### config.mk
export PLATFORM = sky130hd
export DESIGN_NAME = wbm_row_collector
export DESIGN_NICKNAME = d
export VERILOG_FILES = /design/src/rtl/wbm_row_collector.sv
export SDC_FILE = /design/constraint.sdc
export NUM_CORES = 1
export LEC_CHECK = 0
export ABC_AREA = 1
export BUFFER_PORTS_ARGS = -buffer_cell sky130_fd_sc_hd__buf_2
export CORE_ASPECT_RATIO = 2
export CORE_MARGIN = 1.5
export CORE_UTILIZATION = 47
export DETAILED_ROUTE_END_ITERATION = 6
export PLACE_DENSITY = 0.77
export SKIP_LAST_GASP = 1
export SLEW_MARGIN = 10
export SYNTH_ARGS = -nofsm -noshare
export SYNTH_HDL_FRONTEND = slang
export SYNTH_SLANG_ARGS = --single-unit
### constraint.sdc
create_clock -name Clock -period 1.69 [get_ports Clock]
set_input_delay 0.338 -clock Clock [delete_from_list [all_inputs] [get_ports Clock]]
set_output_delay 0.338 -clock Clock [all_outputs]
set_load 0.02 [all_outputs]
### src/rtl/wbm_row_collector.sv
// Wishbone master that reads rows of three words and writes each row out.
// Ports: Clock/Reset, iEnable start, Wishbone read master, row write side.
module wbm_row_collector #(
  parameter int WIDTH              = 32,
  parameter int DATA_ADDRESS_WIDTH = 16,
  parameter int COUNT_WIDTH        = 8
) (
  input  logic                          Clock,
  input  logic                          Reset,
  input  logic                          iEnable,
  input  logic [WIDTH-1:0]              iBusAddress,
  input  logic [COUNT_WIDTH-1:0]        iRowCount,
  input  logic [DATA_ADDRESS_WIDTH-1:0] iAdr_DataWriteBack,
  output logic [WIDTH-1:0]              ADR_O,
  output logic                          STB_O,
  output logic                          CYC_O,
  output logic                          WE_O,
  input  logic [WIDTH-1:0]              DAT_I,
  input  logic                          ACK_I,
  output logic [3*WIDTH-1:0]            oDataBus,
  output logic [DATA_ADDRESS_WIDTH-1:0] oDataWriteAddress,
  output logic                          oDataWriteEnable,
  output logic                          oBusy,
  output logic                          oDone
);

  localparam logic [1:0] S_IDLE  = 2'd0;
  localparam logic [1:0] S_REQ   = 2'd1;
  localparam logic [1:0] S_WRITE = 2'd2;
  localparam logic [1:0] S_DONE  = 2'd3;

  logic [1:0]                    state_q, state_d;
  logic [WIDTH-1:0]              adr_q, adr_d;
  logic [3*WIDTH-1:0]            data_q, data_d;
  logic [DATA_ADDRESS_WIDTH-1:0] wptr_q, wptr_d;
  logic [COUNT_WIDTH-1:0]        cnt_q, cnt_d;
  logic [1:0]                    idx_q, idx_d;

  always_comb begin
    state_d = state_q;
    adr_d   = adr_q;
    data_d  = data_q;
    wptr_d  = wptr_q;
    cnt_d   = cnt_q;
    idx_d   = idx_q;
    unique case (state_q)
      S_IDLE: begin
        if (iEnable) begin
          if (iRowCount != '0) begin
            adr_d   = iBusAddress;
            cnt_d   = iRowCount;
            wptr_d  = iAdr_DataWriteBack;
            idx_d   = 2'd0;
            state_d = S_REQ;
          end else begin
            state_d = S_DONE;
          end
        end
      end
      S_REQ: begin
        if (ACK_I) begin
          // element 0 is X, placed in the top slot
          case (idx_q)
            2'd0:    data_d[3*WIDTH-1 -: WIDTH] = DAT_I;
            2'd1:    data_d[2*WIDTH-1 -: WIDTH] = DAT_I;
            default: data_d[WIDTH-1:0]          = DAT_I;
          endcase
          adr_d = adr_q + WIDTH'(1);
          if (idx_q == 2'd2) begin
            idx_d   = 2'd0;
            state_d = S_WRITE;
          end else begin
            idx_d = idx_q + 2'd1;
          end
        end
      end
      S_WRITE: begin
        wptr_d  = wptr_q + DATA_ADDRESS_WIDTH'(1);
        cnt_d   = cnt_q - COUNT_WIDTH'(1);
        state_d = (cnt_q == COUNT_WIDTH'(1)) ? S_DONE : S_REQ;
      end
      default: begin
        state_d = S_IDLE;
      end
    endcase
  end

  always_ff @(posedge Clock) begin
    if (Reset) begin
      state_q <= S_IDLE;
      adr_q   <= '0;
      data_q  <= '0;
      wptr_q  <= '0;
      cnt_q   <= '0;
      idx_q   <= '0;
    end else begin
      state_q <= state_d;
      adr_q   <= adr_d;
      data_q  <= data_d;
      wptr_q  <= wptr_d;
      cnt_q   <= cnt_d;
      idx_q   <= idx_d;
    end
  end

  assign ADR_O             = adr_q;
  assign STB_O             = (state_q == S_REQ);
  assign CYC_O             = (state_q == S_REQ) || (state_q == S_WRITE);
  assign WE_O              = 1'b0;
  assign oDataBus          = data_q;
  assign oDataWriteAddress = wptr_q;
  assign oDataWriteEnable  = (state_q == S_WRITE);
  assign oBusy             = (state_q != S_IDLE);
  assign oDone             = (state_q == S_DONE);

endmodule

==> flow_summary.ini <==
[routing]
wl_per_cell_microns = 14.6
drtIter0Drc = 276
drt_pass1_iterations = 5
wl_microns = 23600
ant_nets = 0
via_count = 8437
drc = 0
avgViaCountPerCell = 5.20

[logic_synthesis]
ys_warn_count = 0
syn_nets = 1255
synthTopCellsByCount = 259 x nor2_1, 240 x nand2_1, 156 x dfxtp_1, 130 x o21ai_0, 86 x inv_1
synth_edf_count = 0
synth_cell_types = 42
syn_area_per_cell_sq_um = 6.65
syn_area_sq_mm = 0.00767
synth_flop_cell = dfxtp_1
ys_seq_area_share_pct = 40.7
yosysMostFrequentCell = nor2_1
synthArstFlopShare_pct = 0
synth_top_area_share_pct = 40.7
synth_cells = 1154
synth_top_cell_by_area = dfxtp_1
synth_seq_cells = 156
synth_area_leaders = dfxtp_1 41%, nor2_1 13%, nand2_1 12%

[timing]
period_share_pct = 98.2
setup_ws_ns = 0.0310
setup_viol = 0
fmax_ghz = 0.603
hold_slack_ns = 0.203
slew_viol_final = 0
period_needed_ns = 1.66
rsz0062_at_grt = true
tightest_slew_ns = 0.510
hold_viol_final = 0
finClkSkew_ns = 0.0125
maxSlewHeadroom_pct = 66.0
setup_total_negative_slack_ns = 0

[clocking]
h-tree-depth = 4
clock_latency_ns = 0.42
cts_sinks = 156
postCtsHoldBufs = 0
cts_tree = yes
clockBufferDepth = 2
tritoncts.num_buffers = 17
cts_root_buffer = clkbuf_16
clkTransAtPathRegs_ns = 0.07

[global_routing]
grt_pass1_vias = 7955
grt_pass1_wl_microns = 37500
grt_start_max_net_pins = 75
grt_usage_pct = 27.7
overflow = 0
antenna_found_initial = 2

[floorplanning]
start_util_pct = 48.4
core_sq_mm = 0.0159
rows = 65
io_pins = 242
die_x_microns = 93.4
dieHeight_microns = 184
die-area_sq_mm = 0.0171

[worst_setup_path]
required_ns = 1.35
r2r_slack_ns = 0.06
endpoint_kind = output port
crit_chain = inv_4 > ha_4 > buf_12 > buf_6
r2r-end = ADR_O[7]$_SDFFE_PP0P_
arrival_ns = 1.32
r2r-start = state_q[1]$_SDFFE_PP0P_
r2r_cells = 10
cpPeakStageDelay_ns = 0.38
start_kind = flop
slowest_stage = dfxtp_2
crit_path_max_fanout = 5
crit_type = flop to output port

[power_and_ir_drop]
peakVddDrop_mv = 0.991
sw_frac_of_total_pct = 42.7
p_sw_w = 0.00731
p_per_area_mw_per_mm2 = 1710
power_frac_comb_pct = 45.9
p_seq_share_pct = 31.5
leakagePower_nw = 4.51
clkPwrFrac_pct = 22.6
intPower_w = 0.00983

[hold_path]
hold_path_class = primary input to flop
hp-start = DAT_I[13]
holdPathEnd = oDataBus[77]$_SDFFE_PP0P_
holdPathStages = 3

[place]
routabilityCongestion = 0.957
hpwl_microns = 17100
numPortBuffers = 240
dp_slack_ns = 0.00707

[job]
maxCapViolCount = 0

[finish]
area_growth_syn_to_layout_pct = 30.9
nets = 1506
layout.filler_cells = 1533
drive_gt1_share_pct = 26.7
fin_util_pct = 63.4

[run_status]
outcome = completed
through the flow:
step / cell area, sq um / cells / total power, W
2_1_floorplan: 7680 / 1154 / 0.0104
3_3_place_gp: 9240 / 1580 / 0.0126
3_5_place_dp: 9240 / 1580 / 0.0127
4_1_cts: 9890 / 1613 / 0.0168
5_1_grt: 10000 / 1621 / 0.0183
6_report: 10000 / 1621 / 0.0171
final cells by class:
type	instances	area [sq um]	area share, %
Multi-Input combinational cell	847	3990	39.7
Sequential cell	156	3130	31.2
Timing Repair Buffer	290	1710	17.0
Clock buffer	20	457	4.54
Inverter	93	369	3.67
Tap cell	201	251	2.50
Clock inverter	12	136	1.36
Antenna cell	2	5.00	0.0498
state kept, by name, summed over array words and instances, names as in the netlist:
| name | cells |
|---|---|
| ADR_O | 32 |
| cnt_q | 8 |
| idx_q | 2 |
| oDataBus | 96 |
| oDataWriteAddress | 16 |
| state_q | 2 |
routing by layer:
layer	vias to the layer above	track usage, %	wire (microns)
met4	0	18.1	1280
met3	84	5.83	1460
met5	-	0	0
met2	324	51.5	12600
li1	4205	-	-
met1	3824	26.6	8220
logic make-up after synthesis:
kind of cell | Yosys count | share of synthesized area, %
other | 1 | 0.0489
XOR/XNOR | 3 | 0.342
AO/OA/AOI/OAI | 244 | 16.9
buffers and inverters | 151 | 8.46
adder cells (fa/ha/maj) | 9 | 1.47
flip-flops | 156 | 40.7
multiplexers | 1 | 0.130
AND/OR/NAND/NOR | 589 | 32.0
power groups by stage:
stage | clock, W | sequential [W] | combinational [W]
3_5_place_dp | 0 | 0.00540 | 0.00734
4_1_cts | 0.00394 | 0.00535 | 0.00756
3_3_place_gp | 0 | 0.00538 | 0.00719
6_report | 0.00387 | 0.00540 | 0.00787
2_1_floorplan | 0 | 0.00623 | 0.00419
5_1_grt | 0.00410 | 0.00550 | 0.00870
worst max-delay path by stage:
stage	slack (ns)	from	to
after floorplan	0.04	state_q[1]$_SDFFE_PP0P_	ADR_O[15]$_SDFFE_PP0P_
after detailed placement	0.007	state_q[0]$_SDFFE_PP0P_	ADR_O[11]$_SDFFE_PP0P_
final	0.03	state_q[1]$_SDFFE_PP0P_	STB_O
after CTS	-0.06	state_q[1]$_SDFFE_PP0P_	STB_O
after global routing	-0.09	ADR_O[0]$_SDFFE_PP0P_	ADR_O[11]$_SDFFE_PP0P_
after global placement	0.04	state_q[0]$_SDFFE_PP0P_	oDataWriteAddress[1]$_SDFFE_PP0P_
layout by cell type, fill, tap and decap left out, types with 3 or more instances in the layout:
cell type	netlist	layout
nor2_1	259	257
nand2_1	240	240
buf_2	11	237
dfxtp_1	156	150
o21ai_0	130	128
inv_1	86	84
a21oi_1	84	83
nand3_1	48	47
buf_4	7	42
clkbuf_16	0	17
o21ai_1	11	13
nor2_4	5	8
nor2_2	8	7
buf_12	0	7
nand3b_1	6	6
dfxtp_2	0	5
nand2_2	5	5
a21oi_2	4	5
nand4_1	5	5
ha_1	9	5
o22ai_1	4	4
a211oi_2	4	4
ha_4	0	4
inv_2	3	3
inv_4	2	3
inv_6	0	3
nand2_4	3	3
clkinv_4	0	3
clkinvlp_4	0	3
worst max-delay path, delay by kind of cell, from the launching register on:
family	cells	cell delay (ns)
flops	1	0.38
fa+ha+maj	1	0.19
buf+inv	3	0.33
what timing repair did:
| action | 4_1_cts | 5_1_grt |
|---|---|---|
| gates cloned | 1 | 0 |
| setup buffers | 0 | 6 |
| pin swaps | 0 | 3 |
| endpoints found under the setup margin | 9 | 88 |
| resized for setup | 11 | 27 |
Note: power is estimated with default switching activity, not from simulation.
